===== src/rtl/cdc_in_arbiter_pkg.sv =====
// Shared types and helpers for the usb_cdc IN-channel packet arbiter.
// Holds the FSM encoding, the byte/last beat payload and index-width helper.
package cdc_in_arbiter_pkg;

  localparam int unsigned BYTE_W         = 8;
  localparam int unsigned MAX_REQUESTERS = 16;

  typedef enum logic {
    ST_IDLE  = 1'b0,
    ST_GRANT = 1'b1
  } arb_state_e;

  typedef struct packed {
    logic              last;
    logic [BYTE_W-1:0] data;
  } arb_beat_t;

  // Index width that stays legal for a single requester.
  function automatic int unsigned idx_width(input int unsigned n);
    return (n > 1) ? $clog2(n) : 1;
  endfunction

endpackage


===== src/rtl/cdc_in_arbiter_picker.sv =====
// Combinational round-robin picker: first set req bit at or after ptr, cyclically.
// Built as a double-width masked priority encoder.
module rr_picker
  import cdc_in_arbiter_pkg::*;
#(
  parameter int unsigned N     = 4,
  parameter int unsigned IDX_W = idx_width(N)
) (
  input  logic [N-1:0]     req,
  input  logic [IDX_W-1:0] ptr,
  output logic [N-1:0]     pick,
  output logic [IDX_W-1:0] idx,
  output logic             any
);

  logic [N-1:0]   mask;
  logic [2*N-1:0] dbl;

  always_comb begin
    mask = '0;
    for (int unsigned i = 0; i < N; i++) begin
      mask[i] = (i >= 32'(ptr));
    end
  end

  // Low half favours indices >= ptr; the unmasked high half supplies the wrap-around.
  assign dbl = {req, req & mask};

  always_comb begin
    any = 1'b0;
    idx = '0;
    for (int unsigned i = 0; i < 2 * N; i++) begin
      if (!any && dbl[i]) begin
        any = 1'b1;
        idx = IDX_W'(i % N);
      end
    end
  end

  assign pick = any ? (N'(1) << idx) : '0;

endmodule


===== src/rtl/cdc_in_arbiter.sv =====
// Round-robin packet arbiter sharing one usb_cdc IN lane among byte-stream requesters.
// A grant lasts until the last byte, a burst cap, or an idle timeout.
module cdc_in_arbiter
  import cdc_in_arbiter_pkg::*;
#(
  parameter int unsigned REQUESTERS   = 4,
  parameter int unsigned MAX_BURST    = 64,
  parameter int unsigned IDLE_TIMEOUT = 16
) (
  input  logic                         clk_i,
  input  logic                         rstn_i,
  input  logic [BYTE_W*REQUESTERS-1:0] req_data_i,
  input  logic [REQUESTERS-1:0]        req_valid_i,
  input  logic [REQUESTERS-1:0]        req_last_i,
  output logic [REQUESTERS-1:0]        req_ready_o,
  output logic [BYTE_W-1:0]            out_data_o,
  output logic                         out_valid_o,
  input  logic                         out_ready_i,
  output logic [REQUESTERS-1:0]        grant_o,
  output logic                         busy_o
);

  localparam int unsigned IDX_W   = idx_width(REQUESTERS);
  localparam int unsigned BURST_W = $clog2(MAX_BURST + 1);
  localparam int unsigned IDLE_W  = $clog2(IDLE_TIMEOUT + 1);
  localparam logic [IDX_W-1:0] LAST_IDX = IDX_W'(REQUESTERS - 1);

`ifndef SYNTHESIS
  if (REQUESTERS == 0 || REQUESTERS > MAX_REQUESTERS) begin : g_bad_requesters
    $error("cdc_in_arbiter: REQUESTERS must be 1..16");
  end
  if (MAX_BURST == 0) begin : g_bad_burst
    $error("cdc_in_arbiter: MAX_BURST must be >= 1");
  end
  if (IDLE_TIMEOUT == 0) begin : g_bad_timeout
    $error("cdc_in_arbiter: IDLE_TIMEOUT must be >= 1");
  end
`endif

  arb_state_e             state_q, state_d;
  logic [REQUESTERS-1:0]  grant_q, grant_d;
  logic [IDX_W-1:0]       gidx_q, gidx_d;
  logic [IDX_W-1:0]       ptr_q, ptr_d;
  logic [BURST_W-1:0]     burst_q, burst_d;
  logic [IDLE_W-1:0]      idle_q, idle_d;

  logic [REQUESTERS-1:0]  pick;
  logic [IDX_W-1:0]       pick_idx;
  logic                   pick_any;

  arb_beat_t              beat_g;
  logic                   valid_g;
  logic                   xfer;
  logic [BURST_W-1:0]     burst_inc;
  logic [IDLE_W-1:0]      idle_inc;
  logic                   burst_hit;
  logic                   idle_hit;
  logic                   rel;
  logic [IDX_W-1:0]       ptr_adv;

  rr_picker #(
    .N     (REQUESTERS),
    .IDX_W (IDX_W)
  ) u_picker (
    .req  (req_valid_i),
    .ptr  (ptr_q),
    .pick (pick),
    .idx  (pick_idx),
    .any  (pick_any)
  );

  // Granted requester's lane, selected by the registered grant index.
  always_comb begin
    beat_g.last = req_last_i[gidx_q];
    beat_g.data = req_data_i[BYTE_W*gidx_q +: BYTE_W];
    valid_g     = req_valid_i[gidx_q];
  end

  // Zero-latency data path while granted; quiet in IDLE.
  always_comb begin
    out_valid_o = 1'b0;
    out_data_o  = '0;
    req_ready_o = '0;
    if (state_q == ST_GRANT) begin
      out_valid_o         = valid_g;
      out_data_o          = beat_g.data;
      req_ready_o[gidx_q] = out_ready_i;
    end
  end

  assign grant_o = grant_q;
  assign busy_o  = (state_q == ST_GRANT);

  assign xfer      = out_valid_o & out_ready_i;
  assign burst_inc = burst_q + BURST_W'(1);
  assign idle_inc  = idle_q + IDLE_W'(1);
  assign burst_hit = xfer & (burst_inc == BURST_W'(MAX_BURST));
  // A timeout needs valid low, so it never coincides with a transfer.
  assign idle_hit  = ~valid_g & (idle_inc == IDLE_W'(IDLE_TIMEOUT));
  assign rel       = (xfer & beat_g.last) | burst_hit | idle_hit;
  assign ptr_adv   = (gidx_q == LAST_IDX) ? '0 : gidx_q + IDX_W'(1);

  // Next-state, grant, pointer and counter update.
  always_comb begin
    state_d = state_q;
    grant_d = grant_q;
    gidx_d  = gidx_q;
    ptr_d   = ptr_q;
    burst_d = burst_q;
    idle_d  = idle_q;
    case (state_q)
      ST_IDLE: begin
        if (pick_any) begin
          state_d = ST_GRANT;
          grant_d = pick;
          gidx_d  = pick_idx;
          burst_d = '0;
          idle_d  = '0;
        end
      end
      ST_GRANT: begin
        if (xfer) begin
          burst_d = burst_inc;
        end
        idle_d = valid_g ? '0 : idle_inc;
        if (rel) begin
          state_d = ST_IDLE;
          grant_d = '0;
          ptr_d   = ptr_adv;
          burst_d = '0;
          idle_d  = '0;
        end
      end
      default: begin
        state_d = ST_IDLE;
        grant_d = '0;
      end
    endcase
  end

  always_ff @(posedge clk_i or negedge rstn_i) begin
    if (!rstn_i) begin
      state_q <= ST_IDLE;
      grant_q <= '0;
      gidx_q  <= '0;
      ptr_q   <= '0;
      burst_q <= '0;
      idle_q  <= '0;
    end else begin
      state_q <= state_d;
      grant_q <= grant_d;
      gidx_q  <= gidx_d;
      ptr_q   <= ptr_d;
      burst_q <= burst_d;
      idle_q  <= idle_d;
    end
  end

`ifndef SYNTHESIS
  a_grant_onehot : assert property (@(posedge clk_i) disable iff (!rstn_i)
    $onehot0(grant_q));
  a_busy_matches_grant : assert property (@(posedge clk_i) disable iff (!rstn_i)
    ((state_q == ST_GRANT) == (grant_q != '0)));
  a_ready_only_granted : assert property (@(posedge clk_i) disable iff (!rstn_i)
    ((req_ready_o & ~grant_q) == '0));
`endif

endmodule


===== config.mk =====
export PLATFORM = sky130hd
export DESIGN_NAME = cdc_in_arbiter
export DESIGN_NICKNAME = d
export VERILOG_FILES = /design/src/rtl/cdc_in_arbiter_pkg.sv /design/src/rtl/cdc_in_arbiter_picker.sv /design/src/rtl/cdc_in_arbiter.sv
export SDC_FILE = /design/constraint.sdc
export NUM_CORES = 1
export LEC_CHECK = 0
export BUFFER_PORTS_ARGS = -buffer_cell sky130_fd_sc_hd__buf_2
export CAP_MARGIN = 40
export CELL_PAD_IN_SITES_DETAIL_PLACEMENT = 1
export CELL_PAD_IN_SITES_GLOBAL_PLACEMENT = 2
export CORE_MARGIN = 2
export CORE_UTILIZATION = 33
export CTS_BUF_LIST = sky130_fd_sc_hd__clkbuf_8
export DETAILED_ROUTE_END_ITERATION = 8
export GPL_ROUTABILITY_DRIVEN = 0
export GPL_TIMING_DRIVEN = 0
export PLACE_DENSITY = 0.87
export SYNTH_ARGS = -nofsm -noshare
export SYNTH_HDL_FRONTEND = slang
export SYNTH_SLANG_ARGS = --single-unit

===== constraint.sdc =====
create_clock -name clk_i -period 5.1 [get_ports clk_i]
set_clock_uncertainty 0.2 [all_clocks]
set_input_delay 0.51 -clock clk_i [delete_from_list [all_inputs] [get_ports clk_i]]
set_output_delay 0.51 -clock clk_i [all_outputs]
set_load 0.1 [all_outputs]

# == After elaboration in Yosys (flattened, before gate mapping) ==
# Cells that the tools add are included.
# totals
in_bits,43
elab_cells,90
output_inout_bits,18
reg_bits,21
# classes
magnitude_cmp,5
shifts,2
n_reduce_logical,19
bitwise,10
n_mux,39
add_sub_neg,3
eq_ne,6
# ops
cell,n
$shiftx A32 B6 Y8,1
$mux W7,3
$mux W1,15
$mux W5,3
$mux W2,7
$pmux W7 S2,1
$mux W4,3
$pmux W5 S2,1
$and A4 B4 Y4,2
$logic_and A1 B1 Y1,8
$mux W8,1
$pmux W4 S2,1
$reduce_and A2 Y1,4
$add A7 B1 Y7 const B,1
$eq A7 B7 Y1 const B,1
$logic_not A1 Y1,7
$add A5 B1 Y5 const B,1
$eq A5 B5 Y1 const B,1
$and A1 B1 Y1,4
$bmux W1 S2,2
$ge A1 B2 Y1 const A,2
$shl A1 B2 Y4 const A,1
$lt A2 B3 Y1 const B,1
$ne A3 B1 Y1 const B,1
other kinds (10),12

# == Longest topological paths before layout ==
# Gate-level depths: netlist of the first run.
# logic_depth
depth_word,27
depth_mapped,8
ltp_nobuf,7

# == By module ==
# A second synthesis of the first run with hierarchy kept.
# hier_totals
cells_unflattened,187
area_unflattened_um2,1864.3
# modules_own_cells
mod,area_per_inst_um2,cells_each,instances
cdc_in_arbiter,1662.8,155,1
rr_picker,201.4,32,1

# == Worst setup path after synthesis of the first run ==
# Ideal clock, no wire load.
# synth_path
path_type,register to output
from,register state_q (netlist: busy_o)
to,output out_data_o[0]
setup_slack_ns,2.070
required_time_ns,4.390
path_stages_with_launch,4
t_arrival_ns,2.320
cell_sequence,dfrtp_1 > clkbuf_1 > clkbuf_1 > and2_1
# synth_via
elab_chain_cells,1
# synth_rtl
element,line_no,rtl
from (decl),cdc_in_arbiter.sv:40,"arb_state_e state_q, state_d;"
from (signal assigned),cdc_in_arbiter.sv:150,state_q <= state_d;
$mux W8,cdc_in_arbiter.sv:84,if (state_q == ST_GRANT) begin
to (decl),cdc_in_arbiter.sv:16,"output logic [BYTE_W-1:0] out_data_o,"
# No other way between the ends.

# == Worst setup path in the final report of the first run ==
# layout_path
from,register state_q (netlist: busy_o)
to,output out_valid_o
# layout_via
elab_chain_cells,1
# layout_rtl
element,line_no,rtl
$mux W1,cdc_in_arbiter.sv:84,
to (decl),cdc_in_arbiter.sv:17,"output logic out_valid_o,"
# No other way between the ends.

==> out/results.ini, run 1 <==
[finish]
final_util_pct=42.38
nets=291
multi_input_area_um2=1122
final_common_cell=buf_2
layout_common_cells=65 x buf_2, 21 x dfrtp_1, 14 x nand2_1, 11 x o21ai_0
fill_cells=638
syn_to_final_growth_pct=25.20
seqCellArea_um2=525.5
drive_gt1_share_pct=36.40
n_antenna_cell=0

[routing]
drtIter0Drc=33
drcViolationCount=0
wirelength_um=5074
drtPass1Iterations=4
vias=1624
detail_route.wl_per_cell_um=16.42
route.antenna.remaining_nets=0
vias_per_cell=5.256

[worst_setup_path]
startpoint=busy_o$_DFF_PN0_
reg2reg_to=burst_q[4]$_DFFE_PN0P_
cpMaxStageDelayCell=dfrtp_1
endpoint=out_valid_o
cp-end-kind=primary output
cp_num_buf_inv=3
arrival_ps=2140
reg2reg_depth=7
critPathMaxFanout=10
crit_path_max_incr_delay_ps=500
critPathRequiredTime_ps=4390
path_delay_family=buffers and inverters
worst-setup-path-type=register to primary output
cp_cell_sequence=clkbuf_1 > clkbuf_1 > and2_1 > buf_2
cp_num_cells=4
r2r-start=idle_q[0]$_DFFE_PN0P_
startpoint_type=register
reg2reg_slack_ps=2740
crit_top_cell=clkbuf_1

[sta]
min_period_ps=2853
finalWorstSetupSlack_ps=2247
slew_headroom_pct=64.83
finalHoldViolCount=0
tns_ps=0
tightest_slew_ps=527.6
post-route-period-util_pct=55.93
setup_violations=0
slew_violations=0
rsz0062_at_grt=no
fin_worst_hold_slack_ps=0.7772
fmax_ghz=0.3506

[synthesis]
async_reset_ff_share_pct=100.0
synth_nets=226
yosys_warnings=0
synth.distinct_cells=46
synth-edff-count=0
syn_area_um2=1718
avgSynthCellArea_um2=9.817
synth_top_flop_cell=dfrtp_1
postSynthCellCount=175
synth.yosys.seq_area_share_pct=30.59
ys_ff_latch=21

[cts]
ctsRootBufferMaster=clkbuf_8
cts_setup_buffers=0
clkTransAtPathRegs_ps=80
cts_inserted_buffers=3
cts_sinks=21
cts_max_path_buffers=2
h-tree-depth=1
insertion_delay_ps=270
cts_tree=built
cts_hold_buf=0
post_cts_resized=0

[global_route]
grt_max_degree=22
grt_usage_pct=18.05
overflow=0
use_met3_pct=3.081
grt_use_met1_pct=21.79
grt_pass1_wl_um=8521
gr-usage-met2_pct=32.86
grt.busiest_layer=met2
antenna_found_initial=0
grt_pass1_vias=1794

[floorplanning]
dieWidth_um=76.15
start_util_pct=33.85
ioPinCount=61
die_h_um=76.15
dieArea_um2=5799
fp.coreArea_um2=5075
std_cell_rows=26

[run_status]
status=finished, final reports clean

[pwr]
ir_drop_mv=0.3450
p_leak_nw=1.034
powerDensity_nw_per_um2=629.1

[job]
max-cap-violations=0

[placement]
port_buffers=60
post-place-ws_ps=2529
dp_hpwl_um=4099

[worst_hold_path]
hp-class=input pin to async pin

## cell usage after synthesis (2+ instances only)
| cell | number | area share, % |
|---|---|---|
| a21bo_2 | 2 | 1.2 |
| a21o_1 | 3 | 1.3 |
| a21oi_1 | 5 | 1.5 |
| a311o_1 | 2 | 1.2 |
| a31oi_1 | 4 | 1.5 |
| and2_1 | 10 | 3.6 |
| and3_1 | 5 | 1.8 |
| buf_2 | 5 | 1.5 |
| clkbuf_1 | 4 | 0.87 |
| dfrtp_1 | 21 | 31 |
| ha_1 | 8 | 5.8 |
| inv_1 | 7 | 1.5 |
| mux2_2 | 2 | 1.3 |
| mux2i_1 | 2 | 1.2 |
| mux4_2 | 10 | 13 |
| nand2_1 | 14 | 3.1 |
| nand2b_1 | 3 | 1.1 |
| nand3_1 | 8 | 2.3 |
| nand3b_1 | 2 | 0.87 |
| nor2_1 | 7 | 1.5 |
| nor3_1 | 5 | 1.5 |
| nor3b_1 | 2 | 0.87 |
| o2111ai_1 | 4 | 2.0 |
| o21ai_0 | 11 | 3.2 |
| o21bai_1 | 2 | 0.87 |
| o221ai_1 | 2 | 1.0 |
| or3_1 | 3 | 1.1 |
| xnor2_1 | 2 | 1.0 |
| xor2_1 | 3 | 1.5 |
## routing by layer
layer  vias to the layer above  wire length (µm)
li1                        787                 -
met1                       799              2197
met2                        27              2642
met3                        11               130
met4                         0               104
met5                         -                 0
## logic make-up after synthesis
| kind of cell | count (synthesis) | synth area share, % |
|---|---|---|
| AOI/OAI and AO/OA | 45 | 19.23 |
| and+or+nand+nor | 65 | 22.14 |
| adders and majority gates | 8 | 5.827 |
| buffers and inverters | 17 | 4.078 |
| xor gates and xnor gates | 5 | 2.550 |
| DFF | 21 | 30.59 |
| muxes | 14 | 15.59 |
## report_power, final
part | internal (mW) | total, mW | switching, mW
registers | 0.208 | 0.266 | 0.0583
logic | 0.257 | 0.973 | 0.716
clock network | 0.0539 | 0.114 | 0.0600
## area by class of cell
type | instances | area share [%]
plain buffers | 10 | 2.036
clock buffers | 3 | 1.920
clock inverters | 1 | 0.1745
inverters | 7 | 1.222
multi-input cells | 137 | 52.18
flip-flops and latches | 21 | 24.43
well taps | 70 | 4.072
repair buffers | 60 | 13.96
## registers in the layout (all words and copies together), names as in the netlist
register / count
busy_o: 1
idle_q: 5
ptr_q: 2
grant_o: 4
gidx_q: 2
burst_q: 7
## worst min-delay path by stage
stage	startpoint	to	slack (ps)	cells past startpoint
6_report	rstn_i	burst_q[6]$_DFFE_PN0P_	0.8	1
5_1_grt	rstn_i	ptr_q[0]$_DFFE_PN0P_	30	1
4_1_cts	rstn_i	burst_q[4]$_DFFE_PN0P_	20	1
3_5_place_dp	idle_q[4]$_DFFE_PN0P_	idle_q[4]$_DFFE_PN0P_	290	1
3_3_place_gp	idle_q[4]$_DFFE_PN0P_	idle_q[4]$_DFFE_PN0P_	280	1
2_1_floorplan	rstn_i	burst_q[0]$_DFFE_PN0P_	10	0
## through the flow
step / power (mW) / std cells / instance area (µm²)
finish: 1.353 / 309 / 2151
CTS: 1.366 / 309 / 2151
detailed placement: 1.251 / 305 / 2106
floorplan: 1.071 / 175 / 1718
global route: 1.432 / 309 / 2151
global placement: 1.231 / 305 / 2106
No activity file was read; power rests on OpenSTA's default activity.
==> inputs of run 2 (changes only) <==
CORE_UTILIZATION = 30   (was 33)
PLACE_DENSITY = 0.8   (was 0.87)
clock period = 3 ns   (was 5.1 ns; I/O delays follow)
==> run 2 against run 1 <==
Count of clock-buffer cells in the layout is the same. Via count grew 0.37%. Global-route usage shrank 1.2 points. Sequential share of layout area shrank 0.14 points. Die area grew 9.5%. Flip-flop and latch count is the same. Critical endpoint unchanged. Highest routed layer unchanged.
==> out/results.ini, run 2 (same netlist as run 1, synthesis figures left out) <==
[floorplanning]
start_util_pct=31.20  ; -2.7 points
dieArea_um2=6347  ; +9.5%
die_h_um=79.67  ; +4.6%
std_cell_rows=27  ; +3.8%
fp.coreArea_um2=5507  ; +8.5%
dieWidth_um=79.67  ; +4.6%
ioPinCount=61  ; unchanged

[finish]
fill_cells=679  ; +6.4%
final_common_cell=buf_2
syn_to_final_growth_pct=25.93
drive_gt1_share_pct=36.25  ; -0.15 points
top_register=burst_q
n_antenna_cell=0  ; unchanged
largest_reg_flops=7  ; unchanged
layout_common_cells=65 x buf_2, 21 x dfrtp_1, 14 x nand2_1, 11 x o21ai_0
nets=292  ; +0.34%
seqCellArea_um2=525.5  ; unchanged
multi_input_area_um2=1122  ; unchanged

[placement]
port_buffers=60  ; unchanged
post-place-ws_ps=610.9  ; -1918 ps
dp_hpwl_um=3932  ; -4.1%

[sta]
setup_violations=0  ; unchanged
finalWorstSetupSlack_ps=375.1  ; -1872 ps
min_period_ps=2625
post-route-period-util_pct=87.50
fin_worst_hold_slack_ps=237.5  ; +236.7 ps
rsz0062_at_grt=no
finalHoldViolCount=0  ; unchanged
slew_headroom_pct=61.27  ; -3.6 points
tightest_slew_ps=578.5  ; +50.94 ps
slew_violations=0  ; unchanged
tns_ps=0  ; unchanged
fmax_ghz=0.3810

[cts]
h-tree-depth=1  ; unchanged
cts_inserted_buffers=3  ; unchanged
cts_sinks=21  ; unchanged
cts_max_path_buffers=2  ; unchanged
clkTransAtPathRegs_ps=70  ; about the same
cts_tree=built
post_cts_resized=0  ; unchanged
ctsRootBufferMaster=clkbuf_8
insertion_delay_ps=260  ; about the same

[routing]
vias=1630  ; +0.37%
detail_route.wl_per_cell_um=15.84  ; -3.5%
drtIter0Drc=48  ; +45%
route.antenna.remaining_nets=0  ; unchanged
wirelength_um=4943  ; -2.6%
drcViolationCount=0  ; unchanged
vias_per_cell=5.224  ; -0.60%
drtPass1Iterations=4  ; unchanged

[worst_setup_path]
crit_path_max_incr_delay_ps=500  ; about the same
cp-end-kind=primary output
critPathRequiredTime_ps=2500  ; -1890 ps
cpMaxStageDelayCell=dfrtp_1
worst-setup-path-type=register to primary output
critPathMaxFanout=10  ; unchanged
arrival_ps=2120  ; -20 ps
startpoint_type=register
cp_cell_sequence=clkbuf_1 > clkbuf_1 > and2_1 > buf_2
crit_top_cell=clkbuf_1

[global_route]
grt_pass1_vias=1697  ; -5.4%
antenna_found_initial=0  ; unchanged
grt_max_degree=22  ; unchanged
grt_pass1_wl_um=8293  ; -2.7%
grt_usage_pct=16.81  ; -1.2 points
overflow=0  ; unchanged

[run_status]
status=finished, final reports clean

[pwr]
ir_drop_mv=0.5287  ; +53%
powerDensity_nw_per_um2=1055  ; +68%
p_leak_nw=1.038  ; +0.40%

[job]
max-cap-violations=0  ; unchanged

[worst_hold_path]
hp-class=input pin to register

run 2: cell type report:
type / count / area share [%]
clock inverter: 1 / 0.1735
timing repair buffer: 61 / 14.34
inverter: 7 / 1.215
buffer: 10 / 2.024
sequential: 21 / 24.29
clock buffer: 3 / 1.909
multi-input combinational: 137 / 51.88
tap: 72 / 4.164
run 2: per-layer routing:
metal / vias to the layer above / part of all wire [%] / track usage, %
met1: 807 / 42 / 20.57
met5: - / 0 / 0
met3: 6 / 2.6 / 3.281
met4: 0 / 1.3 / 3.793
met2: 22 / 54 / 30.34
li1: 795 / - / -
run 2: stage by stage:
step / instance area, µm² / power (mW) / std cells / utilization [%]
finish: 2163 / 2.281 / 312 / 39.29
global placement: 2108 / 2.104 / 307 / 38.29
global route: 2163 / 2.430 / 312 / 39.29
CTS: 2163 / 2.318 / 312 / 39.29
floorplan: 1718 / 1.820 / 175 / -
detailed placement: 2108 / 2.127 / 307 / 38.29
run 2: final timing paths:
kind,startpoint,to,slack (ps),cells after the start
max,busy_o$_DFF_PN0_,out_valid_o,380,4
min,req_valid_i[1],busy_o$_DFF_PN0_,240,3
max reg2reg,burst_q[0]$_DFFE_PN0P_,ptr_q[1]$_DFFE_PN0P_,620,8
min reg2reg,idle_q[4]$_DFFE_PN0P_,idle_q[4]$_DFFE_PN0P_,300,1
max in group asynchronous,rstn_i,gidx_q[0]$_DFFE_PN0P_,1920,2
min in group asynchronous,rstn_i,idle_q[1]$_DFFE_PN0P_,340,2
run 2: critical path: cells and delay by family, from the launching register on:
kind	cells	cell delay (ps)
flops	1	500
simple gates	1	180
buf+inv	3	1180
run 2: repair_timing:
action | 4_1_cts | 5_1_grt
setup endpoints to repair | 0 | 0
hold buffers | 1 | 0
hold endpoints to repair | 21 | 0
buffers inserted | 0 | 0
run 2: power breakdown:
group | internal (mW) | switching (mW)
combinational | 0.436 | 1.22
clock | 0.0910 | 0.0872
sequential | 0.354 | 0.0976
total | 0.881 | 1.40
